==> config.mk <==
export PLATFORM = sky130hd
export DESIGN_NAME = irq_pending_latch
export DESIGN_NICKNAME = d
export VERILOG_FILES = /design/src/rtl/irq_pending_latch_pkg.sv /design/src/rtl/irq_edge_capture.sv /design/src/rtl/irq_pending_latch.sv
export SDC_FILE = /design/constraint.sdc
export NUM_CORES = 1
export LEC_CHECK = 0
export BUFFER_PORTS_ARGS = -buffer_cell sky130_fd_sc_hd__buf_4
export CELL_PAD_IN_SITES_DETAIL_PLACEMENT = 0
export CELL_PAD_IN_SITES_GLOBAL_PLACEMENT = 1
export CORE_ASPECT_RATIO = 1.5
export CORE_MARGIN = 1.5
export CORE_UTILIZATION = 39
export CTS_CLUSTER_SIZE = 40
export DETAILED_ROUTE_END_ITERATION = 8
export PLACE_DENSITY = 0.84
export SLEW_MARGIN = 25
export SYNTH_ARGS = -nofsm -noshare
export SYNTH_HDL_FRONTEND = slang
export SYNTH_SLANG_ARGS = --single-unit
export TNS_END_PERCENT = 1
==> constraint.sdc <==
create_clock -name clk -period 1.95 [get_ports clk]
set_input_delay 0.2925 -clock clk [delete_from_list [all_inputs] [get_ports clk]]
set_output_delay 0.2925 -clock clk [all_outputs]
set_load 0.05 [all_outputs]
==> src/rtl/irq_pending_latch_pkg.sv <==
// Shared definitions for the interrupt pending latch: widths, FSM states and the
// index-to-onehot decode used to clear an accepted pending bit.
package irq_pending_latch_pkg;

  localparam int N_REQ = 8;
  localparam int IDX_W = 3;

  typedef enum logic {
    IDLE    = 1'b0,
    PRESENT = 1'b1
  } state_t;

  function automatic logic [7:0] onehot3to8(input logic [2:0] idx);
    logic [7:0] v;
    v      = 8'h00;
    v[idx] = 1'b1;
    return v;
  endfunction

endpackage

==> src/rtl/irq_edge_capture.sv <==
// Request synchronizer, previous-sample register and rising-edge detect.
// Define IRQ_SYNC2_EN to add a second synchronizer stage for truly async sources.
module irq_edge_capture #(
  parameter int W = 8
) (
  input  logic         clk,
  input  logic         rst_n,
  input  logic [W-1:0] din,
  output logic [W-1:0] rise
);

`ifdef IRQ_SYNC2_EN
  localparam int DEPTH = 3;
  logic [W-1:0] m_reg;
  logic [W-1:0] s1_d;
  always_ff @(posedge clk or negedge rst_n) begin
    if (!rst_n) m_reg <= '0;
    else        m_reg <= din;
  end
  assign s1_d = m_reg;
`else
  localparam int DEPTH = 2;
  logic [W-1:0] s1_d;
  assign s1_d = din;
`endif

  logic [W-1:0]     s1_reg;
  logic [W-1:0]     prev_reg;
  // Fill tracker: edges are only reported once prev_reg holds a real sample, so a
  // line already high when reset releases does not look like a fresh rise.
  logic [DEPTH-1:0] fill_reg;
  logic             armed;

  always_ff @(posedge clk or negedge rst_n) begin
    if (!rst_n) begin
      s1_reg   <= '0;
      prev_reg <= '0;
      fill_reg <= '0;
    end else begin
      s1_reg   <= s1_d;
      prev_reg <= s1_reg;
      fill_reg <= {fill_reg[DEPTH-2:0], 1'b1};
    end
  end

  assign armed = fill_reg[DEPTH-1];

  genvar gi;
  generate
    for (gi = 0; gi < W; gi++) begin : g_rise
      assign rise[gi] = s1_reg[gi] & ~prev_reg[gi] & armed;
    end
  endgenerate

endmodule

==> src/rtl/irq_pending_latch.sv <==
// Sticky pending register with mask, feeding an external 8:3 encoder and presenting
// the winning index over valid/ready. Optional macro: IRQ_SYNC2_EN (two-flop capture).
import irq_pending_latch_pkg::*;

module irq_pending_latch #(
  parameter int               N_REQ    = 8,
  parameter logic [N_REQ-1:0] MASK_RST = '0
) (
  input  logic             clk,
  input  logic             rst_n,
  input  logic [N_REQ-1:0] req_in,
  input  logic             mask_we,
  input  logic [N_REQ-1:0] mask_wdata,
  input  logic [IDX_W-1:0] enc_idx,
  output logic [N_REQ-1:0] pend_masked,
  output logic [N_REQ-1:0] pend_raw,
  output logic             irq_valid,
  output logic [IDX_W-1:0] irq_id,
  input  logic             irq_ready
);

  generate
    if (N_REQ != 8) begin : g_width_check
      $error("irq_pending_latch: only N_REQ = 8 is supported");
    end
  endgenerate

  logic [N_REQ-1:0] rise;
  logic [N_REQ-1:0] pending_reg, pending_next;
  logic [N_REQ-1:0] mask_reg;
  logic [N_REQ-1:0] clr_vec;
  state_t           state_reg, state_next;
  logic             irq_valid_reg, irq_valid_next;
  logic [IDX_W-1:0] irq_id_reg, irq_id_next;

  irq_edge_capture #(.W(N_REQ)) u_edge (
    .clk   (clk),
    .rst_n (rst_n),
    .din   (req_in),
    .rise  (rise)
  );

  // A rise landing on the same edge as its own clear must survive.
  assign pending_next = (pending_reg & ~clr_vec) | rise;
  assign pend_masked  = pending_reg & ~mask_reg;
  assign pend_raw     = pending_reg;
  assign irq_valid    = irq_valid_reg;
  assign irq_id       = irq_id_reg;

  always_ff @(posedge clk or negedge rst_n) begin
    if (!rst_n) begin
      pending_reg   <= '0;
      mask_reg      <= MASK_RST;
      state_reg     <= IDLE;
      irq_valid_reg <= 1'b0;
      irq_id_reg    <= '0;
    end else begin
      pending_reg   <= pending_next;
      if (mask_we) mask_reg <= mask_wdata;
      state_reg     <= state_next;
      irq_valid_reg <= irq_valid_next;
      irq_id_reg    <= irq_id_next;
    end
  end

  // enc_idx is only sampled when pend_masked is non-zero.
  always_comb begin
    state_next     = state_reg;
    irq_valid_next = irq_valid_reg;
    irq_id_next    = irq_id_reg;
    clr_vec        = '0;
    case (state_reg)
      IDLE: begin
        if (|pend_masked) begin
          irq_id_next    = enc_idx;
          irq_valid_next = 1'b1;
          state_next     = PRESENT;
        end
      end
      PRESENT: begin
        if (irq_ready) begin
          clr_vec        = onehot3to8(irq_id_reg);
          irq_valid_next = 1'b0;
          state_next     = IDLE;
        end
      end
    endcase
  end

endmodule
# [After elaboration in Yosys (flattened, before gate mapping)]
# Index checks and enable logic that the tools add are counted.
[op_classes] n_mul=0 mux=10 n_lt_le_gt_ge=2 addsub=0 eq_ne=2 bitwise=30 shift=0 reduce_logical=4 div=0
[ops] op="1-bit bitwise AND" n=16
[ops] op="8-bit bitwise AND" n=2
[ops] op="8-bit two-way mux" n=2
[ops] op="8-bit NOT" n=2
[ops] op="1-bit NOT" n=9
[ops] op="8-bit OR" n=1
[ops] op="8-bit OR reduction" n=1
[ops] op="1-bit two-way mux" n=5
[ops] op="3-bit by 4-bit less-than comparator with 1-bit output (second input constant)" n=1
[ops] op="2-bit != test (second input constant)" n=2
[ops] op="1-bit case mux with 2 select lines" n=2
[ops] op="2-bit AND reduction" n=2
[ops] op="1-bit demux with 3-bit select" n=1
[ops] op="3-bit by 1-bit greater-or-equal comparator with 1-bit output (second input constant)" n=1
[ops] op="1-bit logical AND" n=1
[word_totals] register_bits=39 mem_count=0 ramBits=0 rom_bits=0 latchBits=0

# [Longest topological paths before layout]
# Gate-level depths: netlist of run 1.
[depth] word_depth=9 depth_mapped=4 mapped_depth_nobuf=4

# [Hierarchy]
# Synthesis of run 1 repeated with hierarchy kept, for this count alone.
[hier_totals] hier_cells=96 area_unflattened_um2=1481.4
[by_module_without_submodules] mod="irq_pending_latch" area_each_um2=957.2 n_inst=1 cells_per_inst=69
[by_module_without_submodules] mod="irq_edge_capture" area_each_um2=524.3 n_inst=1 cells_per_inst=27

# [Least setup slack after synthesis of run 1]
# Ideal clock, no wire load.
[synth_timing] path_type="flip-flop to flip-flop" from="register pending_reg[3] (netlist: pend_raw[3])" to="register irq_id_reg[0] (netlist: irq_id[0])" path_buffers=0 arrival_time_ps=2167 required_ps=1822 setup_slack_ps=-344 path_stages_with_launch=5 path_cell_list="dfrtp_1 nor2b_1 nor4_2 a21oi_2 mux2_1"
[synth_via] elab_chain_cells=3
[synth_lines] element="start: declaration" line="irq_pending_latch.sv:29" text="logic [N_REQ-1:0] pending_reg, pending_next;"
[synth_lines] element="start signal: assignment" line="irq_pending_latch.sv:58" text="pending_reg <= pending_next;"
[synth_lines] element="8-bit bitwise AND" line="irq_pending_latch.sv:45" text="assign pend_masked = pending_reg & ~mask_reg;"
[synth_lines] element="named net pend_masked[3]" line="irq_pending_latch.sv:15" text="output logic [N_REQ-1:0] pend_masked,"
[synth_lines] element="8-bit OR reduction" line="irq_pending_latch.sv:74" text="if (|pend_masked) begin"
[synth_lines] element="2-bit AND reduction (no source line)"
[synth_lines] element="end signal: assignment" line="irq_pending_latch.sv:62" text="irq_id_reg <= irq_id_next;"
[synth_lines] element="end: declaration" line="irq_pending_latch.sv:34" text="logic [IDX_W-1:0] irq_id_reg, irq_id_next;"
# The timed path passes the listed nets, and every way through them passes these cells.
# A chain may end at the register's enable or synchronous reset.

# [Worst setup path after layout of run 1]
[layout_timing] from="register pending_reg[5] (netlist: pend_raw[5])" to="register irq_id_reg[2] (netlist: irq_id[2])"
[layout_via] elab_chain_cells=3
[layout_lines] element="8-bit bitwise AND" line="irq_pending_latch.sv:45"
[layout_lines] element="8-bit OR reduction" line="irq_pending_latch.sv:74"
[layout_lines] element="2-bit AND reduction (no source line)"
# No other way between the ends.

==> impl_metrics.csv, run 1 <==
group,metric,value,unit
floorplanning,die_y,76.51,um
finish,areaGrowthSynthToFinish,34.64,%
yosys,ys_warn_count,0,
placement,io_buffers,42,
floorplanning,rows,26,
global_routing,grt_pass1_wl,4547,um
sta,skew,0.001343,ns
critical_path,worstPathMaxFanout,4,
global_routing,grt.total_usage,0.1593,
hold_path,hold_class,"input pin to flip-flop",
clocking,clock_latency,0.29,ns
finish,nets,168,
routing,drtPass1Iterations,4,
routing,via_count,926,
critical_path,start_kind,"flip-flop",
sta,slew_violations,0,
power_and_ir_drop,leakage,0.8686,nW
sta,rsz0062_at_grt,"false",
global_routing,antenna_found_initial,0,
clocking,cts_buffers,5,
clocking,tritoncts,"built",
global_routing,grt_max_degree,40,
floorplanning,die_x,52.01,um
critical_path,arrival,1.73,ns
yosys,ys_ff_latch,39,
global_routing,grt_pass1_vias,1018,
routing,vias_per_cell,4.926,
routing,postRouteAntennaNets,0,
clocking,htreeDepth,2,
flow_run,drv_cap,0,
clocking,cts_buffer_depth,2,
yosys,ys_types,19,
placement,dpl_cell_area,1793,um2
run_status,status,"finished, final reports clean",
routing,drc,0,
routing,drt_iter0_drc,28,
finish,diodes,0,
yosys,syn-num-nets,120,
placement,gp_congestion,0.7682,
power_and_ir_drop,peakVddDrop,659.5,uV
floorplanning,die_area,3979,um2
sta,fin_crit,1.555,ns
routing,wire_per_inst,14.22,um
finish,most-common-layout-cells,"buf_4 (42), dfrtp_1 (39), nand2_1 (11), mux2_2 (8)",
sta,fin_setup_tns,0,ns
finish,post_route_cells_drive_above_1_share,0.4795,
finish,final_common_cell,"buf_4",
clocking,cts_root_buf,"clkbuf_8",
finish,final_area,1892,um2
sta,fmax,643.1,MHz
power_and_ir_drop,finalPower,0.002301,W
yosys,ys_seq_area_frac,0.6946,
floorplanning,initial_utilization,0.4114,
clocking,cts_sinks,39,
critical_path,end_kind,"flip-flop",
floorplanning,core-area,3416,um2
critical_path,timing_worst_setup_path_type,"flip-flop to flip-flop",
sta,finalHoldViolCount,0,
yosys,syn-instance-count,97,
yosys,syn_area,1405,um2
clocking,postCtsSetupBuffers,0,
clocking,clkSlewWorstSetupHoldPaths,0.07,ns
floorplanning,ioPinCount,43,
placement,hpwl,2056,um
routing,routed_wl,2673,um
critical_path,required,2.13,ns
sta,timing.final.crit_share,0.7975,
power_and_ir_drop,power.density,1216,nW/um2
yosys,synth_area_per_cell,14.49,um2
global_routing,grt_overflow,0,
clocking,post_cts_resized,0,
sta,setup_viol,0,
==> final timing paths <==
check | slack (ns) | end | start | cells after the start
setup reg to reg | 0.39 | irq_id[2]$_DFFE_PN0P_ | pend_raw[5]$_DFF_PN0_ | 4
hold reg to reg | 0.35 | u_edge.fill_reg[1]$_DFF_PN0_ | u_edge.fill_reg[0]$_DFF_PN0_ | 0
max in group asynchronous | 1.14 | u_edge.s1_reg[7]$_DFF_PN0_ | rst_n | 2
min in group asynchronous | 0.49 | u_edge.prev_reg[2]$_DFF_PN0_ | rst_n | 2
hold / removal | 0.10 | u_edge.s1_reg[3]$_DFF_PN0_ | req_in[3] | 1
setup / recovery | 0.39 | irq_id[2]$_DFFE_PN0P_ | pend_raw[5]$_DFF_PN0_ | 4
==> worst max-delay path, stage by stage, from the launching register on <==
cell and delay, ns:
dfrtp_1 0.40, nor2b_4 0.14, nor4_2 0.41, a21oi_2 0.16, mux2_1 0.33
==> stage by stage <==
step	hold WS [ns]	setup slack, ns	std cells	util
5_1_grt	0.08752	0.3151	188	0.5538
3_5_place_dp	0.2845	0.3855	179	0.5249
2_1_floorplan	-0.003091	0.1033	97	-
6_report	0.1024	0.3950	188	0.5538
4_1_cts	0.09467	0.3740	188	0.5538
3_3_place_gp	0.2787	0.4273	179	0.5249
==> layout make-up <==
class / count / area (um2)
Fill cell: 316 / 1524
Sequential cell: 39 / 975.9
Multi-Input combinational cell: 56 / 449.2
Timing Repair Buffer: 43 / 325.3
Clock buffer: 5 / 68.82
Tap cell: 42 / 52.55
Clock inverter: 3 / 20.02
==> repair_timing <==
item,in CTS,in global routing
hold endpoints to repair,39,0
hold buffers,1,0
setup endpoints to repair,0,0
==> cell usage after synthesis (all sizes together) <==
| cell type | instances | area (um2) |
|---|---|---|
| clkbuf | 2 | 7.510 |
| or2 | 1 | 6.260 |
| nand2b | 2 | 12.51 |
| conb | 1 | 3.750 |
| nand3b | 7 | 52.55 |
| dfrtp | 39 | 975.9 |
| a21oi | 1 | 8.760 |
| o21ai | 7 | 35.03 |
| nor2b | 7 | 68.82 |
| nand3 | 1 | 5.000 |
| nor4 | 2 | 25.02 |
| o31ai | 2 | 15.01 |
| nand2 | 11 | 41.29 |
| o21a | 2 | 15.01 |
| and2b | 1 | 8.760 |
| mux2 | 11 | 123.9 |
==> per-layer routing <==
layer | part of all wire | global-route usage | vias up
met5 | 0 | 0 | -
li1 | - | - | 423
met3 | 0.063 | 0.04902 | 14
met1 | 0.34 | 0.1594 | 450
met4 | 0.064 | 0.1289 | 0
met2 | 0.54 | 0.2582 | 39
==> power by group <==
part           leakage (nW)  internal [W]  switching, W
registers             0.442      0.000908     0.0000835
logic                 0.387      0.000273      0.000510
clock network        0.0402      0.000248      0.000278
==> kinds of logic after synthesis <==
logic type      after synthesis  share of synthesized area
buf+inv                       2                   0.005345
flops                        39                     0.6946
simple gates                 32                     0.1567
other cells                   1                   0.002669
compound gates               12                    0.05253
mux                          11                    0.08816
Note: power is estimated with default switching activity, not from simulation.
==> inputs of run 2 (changes only) <==
clock period = 1.55 ns   (was 1.95 ns; I/O delays follow)
==> impl_metrics.csv, run 2 (synthesis results as in run 1) <==
group,metric,value,unit
floorplanning,die_area,3979,um2
placement,hpwl,2044,um
power_and_ir_drop,power.density,1522,nW/um2
global_routing,grt_pass1_wl,4512,um
global_routing,grt.total_usage,0.1538,
finish,diodes,0,
critical_path,required,1.72,ns
clocking,cts_buffers,5,
global_routing,grt_overflow,0,
global_routing,antenna_found_initial,0,
finish,post_route_cells_drive_above_1_share,0.5374,
sta,fmax,689.8,MHz
global_routing,grt_max_degree,40,
routing,drtPass1Iterations,6,
sta,timing.final.crit_share,0.9353,
floorplanning,core-area,3416,um2
floorplanning,initial_utilization,0.4114,
placement,gp_congestion,0.7687,
power_and_ir_drop,leakage,0.8709,nW
sta,fin_crit,1.450,ns
finish,areaGrowthSynthToFinish,37.13,%
critical_path,worstPathMaxFanout,4,
clocking,cts_sinks,39,
sta,rsz0062_at_grt,"false",
floorplanning,die_y,76.51,um
routing,postRouteAntennaNets,0,
floorplanning,die_x,52.01,um
routing,drt_iter0_drc,19,
global_routing,grt_pass1_vias,988,
routing,routed_wl,2664,um
routing,drc,0,
clocking,htreeDepth,2,
clocking,clkSlewWorstSetupHoldPaths,0.07,ns
finish,nets,169,
finish,final_common_cell,"buf_4",
placement,place_ws,-0.008464,ns
clocking,cts_root_buf,"clkbuf_8",
sta,slew_violations,0,
floorplanning,rows,26,
clocking,cts_buffer_depth,2,
hold_path,hold_class,"input pin to flip-flop",
critical_path,start_kind,"flip-flop",
sta,finalHoldViolCount,0,
routing,via_count,899,
critical_path,arrival,1.62,ns
sta,fin_ws,0.1003,ns
sta,setup_viol,0,
critical_path,timing_worst_setup_path_type,"flip-flop to flip-flop",
finish,most-common-layout-cells,"buf_4 (43), dfrtp_1 (31), nand2_1 (11), mux2_2 (8), dfrtp_2 (8)",
clocking,clock_latency,0.28,ns
floorplanning,ioPinCount,43,
power_and_ir_drop,finalPower,0.002933,W
routing,vias_per_cell,4.757,
power_and_ir_drop,peakVddDrop,888.6,uV
critical_path,end_kind,"flip-flop",
clocking,tritoncts,"built",
placement,io_buffers,42,
run_status,status,"finished, final reports clean",
finish,final_util,0.5641,
flow_run,drv_cap,0,
routing,wire_per_inst,14.10,um
sta,skew,0.003279,ns
==> run 2: changes by cell type in the layout (fill, tap and decap cells not counted) <==
cell / before / now
dfrtp_1: 39 / 31
nor4_4: 0 / 2
nor4_2: 2 / 0
buf_4: 42 / 43
dfrtp_2: 0 / 8
==> run 2: final timing paths <==
kind / startpoint / endpoint / slack [ns] / cells after the start
max in group asynchronous: rst_n / pend_raw[1]$_DFF_PN0_ / 0.74 / 2
min reg2reg: u_edge.fill_reg[0]$_DFF_PN0_ / u_edge.fill_reg[1]$_DFF_PN0_ / 0.36 / 0
min: req_in[7] / u_edge.s1_reg[7]$_DFF_PN0_ / 0.05 / 1
min in group asynchronous: rst_n / u_edge.s1_reg[2]$_DFF_PN0_ / 0.45 / 2
max: pend_raw[5]$_DFF_PN0_ / irq_id[0]$_DFFE_PN0P_ / 0.10 / 4
max reg2reg: pend_raw[5]$_DFF_PN0_ / irq_id[0]$_DFFE_PN0P_ / 0.10 / 4
==> run 2: final cells by class <==
class	count	area (um2)
clock buffer	5	68.82
clock inverter	3	20.02
fill	289	1489
multi-input combinational	56	466.7
sequential	39	985.9
tap	42	52.55
timing repair buffer	44	332.8
==> run 2: what timing repair did <==
item	CTS	global route
hold endpoints to repair	39	0
setup buffers	0	0
pin swaps	0	0
hold buffers	1	0
resized for setup	1	1
setup endpoints to repair	3	3
==> run 2: where the power goes <==
| part | switching (W) | leakage [nW] | internal [W] | total (W) |
|---|---|---|---|---|
| combinational | 0.000660 | 0.394 | 0.000362 | 0.00102 |
| clock | 0.000340 | 0.0402 | 0.000312 | 0.000652 |
| sequential | 0.000105 | 0.437 | 0.00115 | 0.00126 |
==> run 2: critical path: stages, from the launching register on <==
cell and delay, ns:
dfrtp_2 0.42, nor2b_4 0.14, nor4_4 0.31, a21oi_2 0.13, mux2_1 0.33
==> run 2: metal layers <==
layer / vias to the layer above / global-route usage / wire [um]
li1: 425 / - / -
met1: 441 / 0.1649 / 923
met2: 28 / 0.2722 / 1579
met3: 5 / 0.04902 / 126
met4: 0 / 0.05263 / 34
met5: - / 0 / 0
==> run 2: metrics by stage <==
step	area (um2)	hold WS, ns	TNS (ns)	instances
floorplan	1443	-0.06309	-0.4310	97
global placement	1810	0.2186	0	180
detailed placement	1810	0.2247	-0.008464	180
CTS	1918	0.04492	0	189
global route	1927	0.02862	0	189
finish	1927	0.04914	0	189
==> inputs of run 3 (changes only) <==
CORE_MARGIN = 8   (was 1.5)
PLACE_DENSITY = 0.73   (was 0.84)
==> impl_metrics.csv, run 3 (synthesis results as in run 1) <==
group,metric,value,unit
clocking,htreeDepth,2,
routing,wire_per_inst,14.99,um
placement,place_ws,-0.004260,ns
clocking,cts_buffer_depth,2,
global_routing,grt_pass1_vias,998,
power_and_ir_drop,power.density,1519,nW/um2
global_routing,grt_busiest_layer,"met2",
flow_run,drv_cap,0,
finish,most-common-layout-cells,"buf_4 (42), dfrtp_1 (31), nand2_1 (11), mux2_2 (8), dfrtp_2 (8)",
finish,nets,168,
sta,setup_viol,0,
hold_path,min_path_cells,1,
critical_path,timing_worst_setup_path_type,"flip-flop to flip-flop",
finish,final_common_cell,"buf_4",
global_routing,grt_overflow,0,
clocking,tritoncts,"built",
sta,finalHoldViolCount,0,
sta,hold_slack,0.05107,ns
routing,drt_iter0_drc,24,
clocking,cts_buffers,5,
critical_path,slowest_delay,0.43,ns
floorplanning,ioPinCount,43,
power_and_ir_drop,peakVddDrop,1152,uV
sta,slew_violations,0,
floorplanning,die_area,5819,um2
finish,post_route_cells_drive_above_1_share,0.5342,
global_routing,use_met3,0.05019,
hold_path,hold_start,"req_in[0]",
critical_path,r2r-end,"irq_id[0]$_DFFE_PN0P_",
global_routing,antenna_found_initial,0,
global_routing,grt_pass1_wl,4740,um
sta,fmax,681.4,MHz
finish,fillers,296,
finish,final_cells,188,
critical_path,worstPathMaxFanout,4,
routing,postRouteAntennaNets,0,
placement,io_buffers,42,
clocking,clkSlewWorstSetupHoldPaths,0.07,ns
clocking,clock_latency,0.28,ns
sta,timing.final.crit_share,0.9468,
placement,dp_cells,179,
routing,drc,0,
clocking,cts_root_buf,"clkbuf_8",
floorplanning,initial_utilization,0.4114,
sta,rsz0062_at_grt,"false",
finish,final_util,0.5619,
placement,hpwl,2203,um
placement,gp_congestion,0.7963,
global_routing,grtUsageMet1,0.1098,
run_status,status,"finished, final reports clean",
clocking,postCtsSetupBuffers,0,
hold_path,hold_class,"input pin to flip-flop",
sta,fin_ws,0.08243,ns
power_and_ir_drop,leakage,0.8664,nW
critical_path,arrival,1.64,ns
sta,fin_crit,1.468,ns
clocking,cts_sinks,39,
critical_path,reg2reg_from,"pend_raw[0]$_DFF_PN0_",
critical_path,crit_slowest_cell,"dfrtp_2",
finish,final_area,1919,um2
routing,via_count,889,
global_routing,grt.total_usage,0.1090,
hold_path,min_to,"u_edge.s1_reg[0]$_DFF_PN0_",
critical_path,crit_chain,"nor2b_4 -> nor4_4 -> a21oi_2 -> mux2_1",
routing,vias_per_cell,4.729,
floorplanning,rows,26,
placement,dpl_cell_area,1803,um2
critical_path,end_kind,"flip-flop",
floorplanning,core-area,3416,um2
global_routing,gr-usage-met2,0.1887,
critical_path,rr_worst_depth,4,
finish,diodes,0,
floorplanning,die_y,89.51,um
critical_path,start_kind,"flip-flop",
global_routing,grt_max_degree,40,
finish,areaGrowthSynthToFinish,36.60,%
critical_path,rrSetupSlack,0.08,ns
sta,skew,0.004915,ns
routing,drtPass1Iterations,4,
floorplanning,die_x,65.01,um
routing,routed_wl,2819,um
critical_path,required,1.72,ns
[run 3: cell types whose count changed in the layout (fill, tap and decap cells not counted)]
cell	before	now
buf_4	43	42
[run 3: power by group]
| part | internal [W] | switching (W) |
|---|---|---|
| combinational | 0.000353 | 0.000655 |
| sequential | 0.00115 | 0.000106 |
| clock | 0.000312 | 0.000336 |
| total | 0.00182 | 0.00110 |
[run 3: layout make-up]
type | instances | area [um2] | share of cell area
clock buffers | 5 | 68.82 | 0.03585
clock inverters | 3 | 20.02 | 0.01043
multi-input cells | 56 | 466.7 | 0.2432
flip-flops and latches | 39 | 985.9 | 0.5137
well taps | 42 | 52.55 | 0.02738
repair buffers | 43 | 325.3 | 0.1695
[run 3: worst max-delay path: cells and delay by family, from the launching register on]
| family | cells | cell delay (ns) |
|---|---|---|
| flip-flops | 1 | 0.43 |
| multiplexers | 1 | 0.33 |
| AO/OA/AOI/OAI | 1 | 0.14 |
| AND/OR/NAND/NOR | 2 | 0.46 |
[run 3: worst max path at each step]
stage	slack (ns)	cells past startpoint	startpoint	to
CTS	0.05	4	pend_raw[2]$_DFF_PN0_	irq_id[0]$_DFFE_PN0P_
finish	0.08	4	pend_raw[0]$_DFF_PN0_	irq_id[0]$_DFFE_PN0P_
floorplan	-0.14	4	pend_raw[2]$_DFF_PN0_	irq_id[0]$_DFFE_PN0P_
global placement	0.02	4	pend_raw[0]$_DFF_PN0_	irq_id[0]$_DFFE_PN0P_
global route	0.003	4	pend_raw[5]$_DFF_PN0_	irq_id[2]$_DFFE_PN0P_
detailed placement	-0.004	4	pend_raw[0]$_DFF_PN0_	irq_id[0]$_DFFE_PN0P_
[run 3: routing by layer]
layer / wire length, um / part of all wire
met5: 0 / 0
met1: 1028 / 0.36
met3: 186 / 0.066
met4: 23 / 0.0082
met2: 1581 / 0.56
[run 3: timing repair]
action / CTS / global route
endpoints found under the hold margin: 39 / 0
gates resized for setup: 1 / 1
pin swaps: 0 / 0
endpoints found under the setup margin: 2 / 3
gates cloned: 0 / 0
hold buffers: 1 / 0
[run 3: per-stage QoR]
stage	setup TNS, ns	power, W
after floorplan	-0.4310	0.001939
after global placement	0	0.002263
after detailed placement	-0.004260	0.002276
after CTS	0	0.002953
after global routing	0	0.003081
final	0	0.002916
